==> src/rtl/noc_params_pkg.sv <==
// Shared router parameters and types: port enumeration, VC/port index widths, credit width.
package noc_params;

  localparam int PORT_NUM    = 5;
  localparam int VC_NUM      = 2;
  localparam int VC_TOTAL    = PORT_NUM * VC_NUM;
  localparam int BUFFER_SIZE = 8;

  localparam int PORT_SIZE = $clog2(PORT_NUM);
  localparam int VC_SIZE   = (VC_NUM > 1) ? $clog2(VC_NUM) : 1;

  // A counter must hold every value from 0 up to and including the buffer depth.
  function automatic int credit_width(input int depth);
    return $clog2(depth + 1);
  endfunction

  localparam int CREDIT_SIZE = credit_width(BUFFER_SIZE);

  typedef enum logic [PORT_SIZE-1:0] {
    LOCAL = 3'd0,
    NORTH = 3'd1,
    SOUTH = 3'd2,
    WEST  = 3'd3,
    EAST  = 3'd4
  } port_t;

endpackage

==> src/rtl/switch_allocator_if.sv <==
// Allocator boundary: input-buffer requests and routes in, crossbar/buffer controls out.
interface switch_allocator_if;
  import noc_params::*;

  logic  [VC_TOTAL-1:0]               request_i;
  port_t [VC_TOTAL-1:0]               out_port_i;
  logic  [VC_TOTAL-1:0][VC_SIZE-1:0]  downstream_vc_i;
  logic  [VC_TOTAL-1:0]               credit_i;
  logic  [VC_TOTAL-1:0]               read_o;
  logic  [PORT_NUM-1:0][VC_SIZE-1:0]  in_vc_sel_o;
  logic  [PORT_NUM-1:0][PORT_SIZE-1:0] xbar_sel_o;
  logic  [PORT_NUM-1:0]               valid_flit_o;

  modport master (
    output request_i, out_port_i, downstream_vc_i, credit_i,
    input  read_o, in_vc_sel_o, xbar_sel_o, valid_flit_o
  );

  modport slave (
    input  request_i, out_port_i, downstream_vc_i, credit_i,
    output read_o, in_vc_sel_o, xbar_sel_o, valid_flit_o
  );

endinterface

==> src/rtl/round_robin_arbiter.sv <==
// Round-robin arbiter with one-hot grant; the pointer moves past the winner only when update_i is set.
module round_robin_arbiter #(
  parameter int AGENTS_NUM = 2
) (
  input  logic                  clk,
  input  logic                  rst,
  input  logic [AGENTS_NUM-1:0] requests_i,
  input  logic                  update_i,
  output logic [AGENTS_NUM-1:0] grants_o
);

  localparam int PTR_W = (AGENTS_NUM > 1) ? $clog2(AGENTS_NUM) : 1;

  logic [PTR_W-1:0] ptr, ptr_nxt;

  function automatic int wrap(input int v);
    return v % AGENTS_NUM;
  endfunction

  // Scan from the farthest offset down so the requester closest to ptr wins last.
  always_comb begin
    grants_o = '0;
    ptr_nxt  = ptr;
    for (int k = AGENTS_NUM - 1; k >= 0; k--) begin
      if (requests_i[wrap(int'(ptr) + k)]) begin
        grants_o = '0;
        grants_o[wrap(int'(ptr) + k)] = 1'b1;
        ptr_nxt = PTR_W'(wrap(int'(ptr) + k + 1));
      end
    end
  end

  always_ff @(posedge clk) begin
    if (rst)
      ptr <= '0;
    else if (update_i && |grants_o)
      ptr <= ptr_nxt;
  end

endmodule

==> src/rtl/switch_allocator.sv <==
// Separable input-first switch allocator (iSLIP pointer update) with per-downstream-VC credit counters.
module switch_allocator
  import noc_params::*;
(
  input  logic               clk,
  input  logic               rst,
  switch_allocator_if.slave  sa
);

  logic [VC_TOTAL-1:0][CREDIT_SIZE-1:0] credit;
  logic [VC_TOTAL-1:0]                  eligible;
  logic [VC_TOTAL-1:0]                  final_grant;
  logic [VC_TOTAL-1:0]                  credit_dec;

  logic  [PORT_NUM-1:0][VC_NUM-1:0]  in_grant;
  logic  [PORT_NUM-1:0]              in_valid;
  logic  [PORT_NUM-1:0]              in_update;
  logic  [PORT_NUM-1:0][VC_SIZE-1:0] in_vc;
  port_t [PORT_NUM-1:0]              in_dest;

  // Indexed [output port][input port].
  logic [PORT_NUM-1:0][PORT_NUM-1:0]  out_req;
  logic [PORT_NUM-1:0][PORT_NUM-1:0]  out_grant;
  logic [PORT_NUM-1:0][PORT_SIZE-1:0] out_sel;
  logic [PORT_NUM-1:0]                out_valid;

  function automatic int credit_idx(input port_t p, input logic [VC_SIZE-1:0] v);
    return int'(p) * VC_NUM + int'(v);
  endfunction

  function automatic logic [CREDIT_SIZE-1:0] credit_next(
    input logic [CREDIT_SIZE-1:0] c, input logic dec, input logic ret);
    logic [CREDIT_SIZE-1:0] r;
    r = c;
    if (dec && !ret)
      r = c - 1'b1;
    else if (!dec && ret && c != CREDIT_SIZE'(BUFFER_SIZE))
      r = c + 1'b1;
    return r;
  endfunction

  always_comb begin
    eligible = '0;
    for (int i = 0; i < VC_TOTAL; i++)
      eligible[i] = sa.request_i[i] &&
        (credit[credit_idx(sa.out_port_i[i], sa.downstream_vc_i[i])] != '0);
  end

  for (genvar p = 0; p < PORT_NUM; p++) begin : g_in_arb
    round_robin_arbiter #(.AGENTS_NUM(VC_NUM)) u_arb (
      .clk        (clk),
      .rst        (rst),
      .requests_i (eligible[p*VC_NUM +: VC_NUM]),
      .update_i   (in_update[p]),
      .grants_o   (in_grant[p])
    );
  end

  always_comb begin
    in_valid = '0;
    in_vc    = '0;
    out_req  = '0;
    for (int p = 0; p < PORT_NUM; p++) begin
      in_dest[p]  = LOCAL;
      in_valid[p] = |in_grant[p];
      for (int v = 0; v < VC_NUM; v++)
        if (in_grant[p][v]) in_vc[p] = VC_SIZE'(v);
      in_dest[p] = sa.out_port_i[p*VC_NUM + int'(in_vc[p])];
      for (int o = 0; o < PORT_NUM; o++)
        out_req[o][p] = in_valid[p] && (in_dest[p] == port_t'(o));
    end
  end

  // An output pointer moves whenever anything requests it, since a request always yields a grant.
  for (genvar o = 0; o < PORT_NUM; o++) begin : g_out_arb
    round_robin_arbiter #(.AGENTS_NUM(PORT_NUM)) u_arb (
      .clk        (clk),
      .rst        (rst),
      .requests_i (out_req[o]),
      .update_i   (|out_req[o]),
      .grants_o   (out_grant[o])
    );
  end

  always_comb begin
    in_update   = '0;
    final_grant = '0;
    credit_dec  = '0;
    out_sel     = '0;
    out_valid   = '0;
    for (int o = 0; o < PORT_NUM; o++) begin
      out_valid[o] = |out_grant[o];
      for (int p = 0; p < PORT_NUM; p++) begin
        if (out_grant[o][p]) begin
          out_sel[o]   = PORT_SIZE'(p);
          in_update[p] = 1'b1;
          final_grant[p*VC_NUM + int'(in_vc[p])] = 1'b1;
          credit_dec[o*VC_NUM + int'(sa.downstream_vc_i[p*VC_NUM + int'(in_vc[p])])] = 1'b1;
        end
      end
    end
  end

  assign sa.read_o = rst ? '0 : final_grant;

  always_ff @(posedge clk) begin
    if (rst) begin
      for (int c = 0; c < VC_TOTAL; c++)
        credit[c] <= CREDIT_SIZE'(BUFFER_SIZE);
    end else begin
      for (int c = 0; c < VC_TOTAL; c++)
        credit[c] <= credit_next(credit[c], credit_dec[c], sa.credit_i[c]);
    end
  end

  // Selects hold their last value when idle; valid_flit_o qualifies them.
  always_ff @(posedge clk) begin
    if (rst) begin
      sa.valid_flit_o <= '0;
      sa.xbar_sel_o   <= '0;
      sa.in_vc_sel_o  <= '0;
    end else begin
      sa.valid_flit_o <= out_valid;
      for (int o = 0; o < PORT_NUM; o++)
        if (out_valid[o]) sa.xbar_sel_o[o] <= out_sel[o];
      for (int p = 0; p < PORT_NUM; p++)
        if (in_update[p]) sa.in_vc_sel_o[p] <= in_vc[p];
    end
  end

endmodule

==> src/flat_wrapper.sv <==
// flat-port wrapper written by rule: the top's interface ports become plain ports
module switch_allocator_flat import noc_params::*;
  (clk, rst, sa_request_i, sa_out_port_i, sa_downstream_vc_i, sa_credit_i, sa_read_o, sa_in_vc_sel_o, sa_xbar_sel_o, sa_valid_flit_o);
  switch_allocator_if sa_i ();
  input  logic clk;
  input  logic rst;
  input wire logic [$bits(sa_i.request_i)-1:0] sa_request_i;
  input wire logic [$bits(sa_i.out_port_i)-1:0] sa_out_port_i;
  input wire logic [$bits(sa_i.downstream_vc_i)-1:0] sa_downstream_vc_i;
  input wire logic [$bits(sa_i.credit_i)-1:0] sa_credit_i;
  output wire logic [$bits(sa_i.read_o)-1:0] sa_read_o;
  output wire logic [$bits(sa_i.in_vc_sel_o)-1:0] sa_in_vc_sel_o;
  output wire logic [$bits(sa_i.xbar_sel_o)-1:0] sa_xbar_sel_o;
  output wire logic [$bits(sa_i.valid_flit_o)-1:0] sa_valid_flit_o;
  assign sa_i.request_i = sa_request_i;
  assign sa_i.out_port_i = sa_out_port_i;
  assign sa_i.downstream_vc_i = sa_downstream_vc_i;
  assign sa_i.credit_i = sa_credit_i;
  assign sa_read_o = sa_i.read_o;
  assign sa_in_vc_sel_o = sa_i.in_vc_sel_o;
  assign sa_xbar_sel_o = sa_i.xbar_sel_o;
  assign sa_valid_flit_o = sa_i.valid_flit_o;
  switch_allocator u_core (.clk(clk), .rst(rst), .sa(sa_i));
endmodule
==> config.mk <==
export PLATFORM = sky130hd
export DESIGN_NAME = switch_allocator_flat
export DESIGN_NICKNAME = d
export VERILOG_FILES = /design/src/rtl/noc_params_pkg.sv /design/src/rtl/switch_allocator_if.sv /design/src/rtl/round_robin_arbiter.sv /design/src/rtl/switch_allocator.sv /design/src/flat_wrapper.sv
export SDC_FILE = /design/constraint.sdc
export NUM_CORES = 1
export LEC_CHECK = 0
export CORE_MARGIN = 3
export CORE_UTILIZATION = 48
export CTS_CLUSTER_SIZE = 30
export DETAILED_ROUTE_END_ITERATION = 6
export PLACE_DENSITY = 0.68
export SETUP_SLACK_MARGIN = 0.2
export SYNTH_ARGS = -nofsm -noshare
export SYNTH_HDL_FRONTEND = slang
export SYNTH_HIERARCHICAL = 1
export SYNTH_SLANG_ARGS = --single-unit
==> constraint.sdc <==
create_clock -name clk -period 9.2 [get_ports clk]
set_clock_uncertainty 0.05 [all_clocks]
set_input_delay 1.84 -clock clk [delete_from_list [all_inputs] [get_ports clk]]
set_output_delay 1.84 -clock clk [all_outputs]
set_load 0.01 [all_outputs]
==> results.md, run 1 <==
Placement:
- The count of buffers added on input and output ports is 96.
- The placed instance count is 3978.
- The wire-length estimate of the detail-placed layout is around 62000 um.
- At the end of routability-driven placement, the weighted congestion stood at 0.998.

Timing:
- Setup repair after global routing could not meet its margin everywhere.
- The number of pins exceeding their max-slew limit in the final report is 0.
- The final hold slack is 453 ps.
- For this run, the top clock speed supported by timing is 113 MHz.
- Setup violations remaining at the end of the flow were counted as 0.
- The relative slew slack is a little under a third.
- The count of final hold-check violations is 0.
- At the pin with the least slew margin, the transition time is 1010 ps.
- After layout, the minimum clock period comes to 8860 ps.
- The part of the cycle the worst path needs is a little over nine tenths.

Drt:
- The first detailed-routing pass ran for 7 iterations.
- The remaining routing DRC violations is 0.
- The DRC violation total after the first TritonRoute iteration is 2618.
- In this run the remaining antenna-violating nets after routing total 0.
- The via count is approximately 26000.
- For this block, the routed nets add up to 79300 um of wire.
- In the final routed layout, each cell accounts on average for 19.7 um.
- In the routed layout, each cell is associated on average with a via count of about 6.3.

Setup path:
- The worst reg2reg path startpoint is u_core/g_out_arb[2].u_arb/ptr[0].
- Among all stages on the critical path, the largest delay is contributed by or4_4.
- The endpoint identified for the worst register-to-register timing path is u_core/g_out_arb[2].u_arb/ptr[1].
- The slack of the worst reg-to-reg path is 920 ps.
- The data arrival time of the worst path is between 6000 and 7000 ps.
- Measured in cells, the most critical reg-to-reg path has a length of 37.
- The classification of the worst setup path is input port to output port.
- On the worst path, the slowest cell contributes a delay of roughly 530 ps.
- Of all nets on the critical path, the largest fanout is 4.
- The critical path's most frequent cell is buf_4.
- Data on the critical path is required at its endpoint by 7310 ps.
- The type of origin of the critical path is an input port.
- STA classifies the critical path endpoint as an output port.

GRT:
- The first global-routing pass estimated 125000 um of wire.
- Global routing finished with a remaining overflow of 0.
- The via count of the first global-routing pass was 23900.
- The pin count of the biggest net entering global routing is 48.
- The number of antenna violations at the first check in global routing was 5.
- Global routing used 31.7% of the available tracks.

Synth:
- The number of synthesis warnings is 6.
- In the synthesized netlist the dominant register cell turns out to be dfxtp_1.
- The post-synth net total is around 3300.
- A synthesized cell averages just over 7 um^2.
- After synthesis, flip-flops and latches occupy 7.83% of the total area.
- The gate count after technology mapping is 3052.
- In this run, synthesis inferred 0 flip-flops with an integrated enable.
- The synthesized design contains 85 register bits.
- The synthesized netlist contains around 110 unique library cells.
- In this run the biggest area consumer among cell types represents 10.6% of the synthesized area.
- In the synthesized netlist the async set-or-reset flop fraction comes to 0%.
- Summed over all instances, the cell type with the most area after synthesis is ha_1.
- After synthesis, the cell types taking the most area are ha_1 (11%), dfxtp_1 (7.8%), nor2_1 (4.8%).
- The post-synthesis cell area is 0.0217 mm^2.

Min path:
- The cell count of the worst hold path is 2.
- In this run the most critical hold path is launched from u_core/sa.xbar_sel_o[2].
- The min-delay analysis places its worst path in the category register to register.
- The end point of the worst hold path is u_core/sa.xbar_sel_o[2].

Clocking:
- The number of buffers added by the clock tree synthesis step is 9.
- For the worst-skew pair, the clock arrives at the later sink with an insertion delay of around 390 ps.
- The CTS root buffer is clkbuf_16.
- Clock-pin slew was measured on the worst setup and hold paths at 70 ps.
- The buffer depth of the longest clock path is 2.
- The CTS tree is done.
- Hold repair after CTS inserted 0 buffers.
- For this design, the sink count on the clock tree is 85.
- In this run the number of H-tree levels came out at 3.

Finish:
- The count of nets after finishing is between 3000 and 4000.
- From synthesis to final layout, the design area changed by 24.0%.
- Cells with a size suffix above 1 make up about a quarter of the layout.
- The leading cell type in the layout, fill and taps excluded is buf_4.
- The library cells used most frequently in the layout, excluding fill and tap cells, are buf_4 (417), nand2_1 (266), nor2_1 (262).
- The finished layout holds 4030 standard cells, fillers aside.

Floorplanning:
- In this run the count of I/O pins placed on the die edge is 97.
- The core region is between 0.04 and 0.05 mm^2.
- Measured along the y axis, the die boundary spans 219 um.
- The floorplan step defined a die boundary enclosing ~0.048 mm^2.
- The width of the die is 219 um.
- The standard-cell row count is 77.
- For this configuration, the core starts out at a cell density of 48.8%.

Job:
- Across the run, the number of max-cap violations was 0.

Run status:
- The run finished with clean final reports.
==> timing repair <==
action,4_1_cts,5_1_grt
pin swaps,31,29
cloned,0,1
setup endpoints to repair,12,18
resized for setup,130,105
setup buffers,17,14
==> metrics by stage <==
| stage | setup slack, ps | TNS [ps] | instance area, um^2 | util, % |
|---|---|---|---|---|
| 2_1_floorplan | 235 | 0 | 21700 | - |
| 3_3_place_gp | -528 | -4040 | 25700 | 57.7 |
| 3_5_place_dp | -624 | -5640 | 25700 | 57.7 |
| 4_1_cts | 146 | 0 | 26500 | 59.6 |
| 5_1_grt | 155 | 0 | 27000 | 60.6 |
| 6_report | 335 | 0 | 27000 | 60.6 |
==> worst max path at each step <==
| stage | end | cells past startpoint | slack [ps] | startpoint |
|---|---|---|---|---|
| 5_1_grt | sa_read_o[5] | 24 | 150 | sa_out_port_i[10] |
| 6_report | sa_read_o[9] | 30 | 340 | sa_downstream_vc_i[5] |
| 3_5_place_dp | sa_read_o[3] | 29 | -620 | sa_out_port_i[15] |
| 2_1_floorplan | u_core/g_out_arb[2].u_arb/ptr[1] | 37 | 230 | sa_downstream_vc_i[6] |
| 3_3_place_gp | sa_read_o[3] | 29 | -530 | sa_out_port_i[15] |
| 4_1_cts | sa_read_o[3] | 28 | 150 | sa_downstream_vc_i[2] |
==> cell usage after synthesis, types with 16 or more instances <==
library cell / number
o21ai_0: 179
a211oi_1: 26
a21oi_1: 196
o31ai_1: 26
a31oi_1: 35
o21a_1: 47
and4_1: 18
nand4_1: 23
o211ai_1: 26
nand3_1: 27
nor4_1: 27
o32ai_1: 20
nand2_1: 271
or4_1: 19
a21boi_0: 27
o21ai_1: 20
nand2b_1: 80
buf_2: 43
a2111oi_0: 26
and3_1: 69
mux2_2: 22
xnor2_1: 50
inv_1: 173
ha_1: 185
nor3_1: 178
and2_1: 54
dfxtp_1: 85
clkbuf_1: 82
nor2_1: 277
nor2b_1: 46
or3_1: 23
mux2i_1: 86
or2_2: 40
a21oi_2: 16
xor2_1: 25
a22oi_1: 37
==> per-layer routing <==
layer | track usage (%) | share of wire [%] | wire length, um | vias to the layer above
met2 | 52.2 | 46 | 36200 | 1088
met3 | 4.49 | 7.9 | 6300 | 157
met5 | 0 | 0.015 | 12 | -
li1 | - | - | - | 12200
met1 | 42.0 | 43 | 34100 | 12100
met4 | 11.8 | 3.4 | 2710 | 2
==> sequential cells by signal, summed over array words and instances, names as in the netlist <==
signal and count:
u_core/g_out_arb.u_arb/ptr 15, u_core/g_in_arb.u_arb/ptr 5, u_core/sa.in_vc_sel_o 5, u_core/credit 40, u_core/sa.valid_flit_o 5, u_core/sa.xbar_sel_o 15
==> final cells by class <==
cell class                      instances  area [um^2]
Multi-Input combinational cell       2624        19300
Fill cell                            4113        17600
Timing Repair Buffer                  516         4110
Sequential cell                        85         1700
Tap cell                              592          741
Inverter                              193          724
Clock buffer                            9          225
Clock inverter                          7          105
Antenna cell                            4         10.0
==> cells by family (layout without fill, tap and decap cells) <==
group,Yosys count,count (layout),share of synthesized area (%)
other,0,4,0
and+or+nand+nor,1252,1252,30.3
AOI/OAI and AO/OA,983,984,34.8
DFF,85,85,7.83
xor gates and xnor gates,85,85,3.77
adders and majority gates,185,185,10.6
buffers and inverters,344,725,6.51
muxes,118,118,6.12
==> critical path, delay by kind of cell <==
family	cells	cell delay, ps
simple gates	12	2140
buf+inv	8	1220
compound gates	10	1730
Power of run 1 is not shown: default switching activity piles up to over one toggle a cycle in this logic, so the estimate is an artifact.
==> inputs of run 2 (changes only) <==
Settings changed: SKIP_LAST_GASP from default to 1.
==> results of run 2 <==
The final DEF is identical to that of run 1; final timing and power are the same.
Power of run 2 is left out for the same reason.
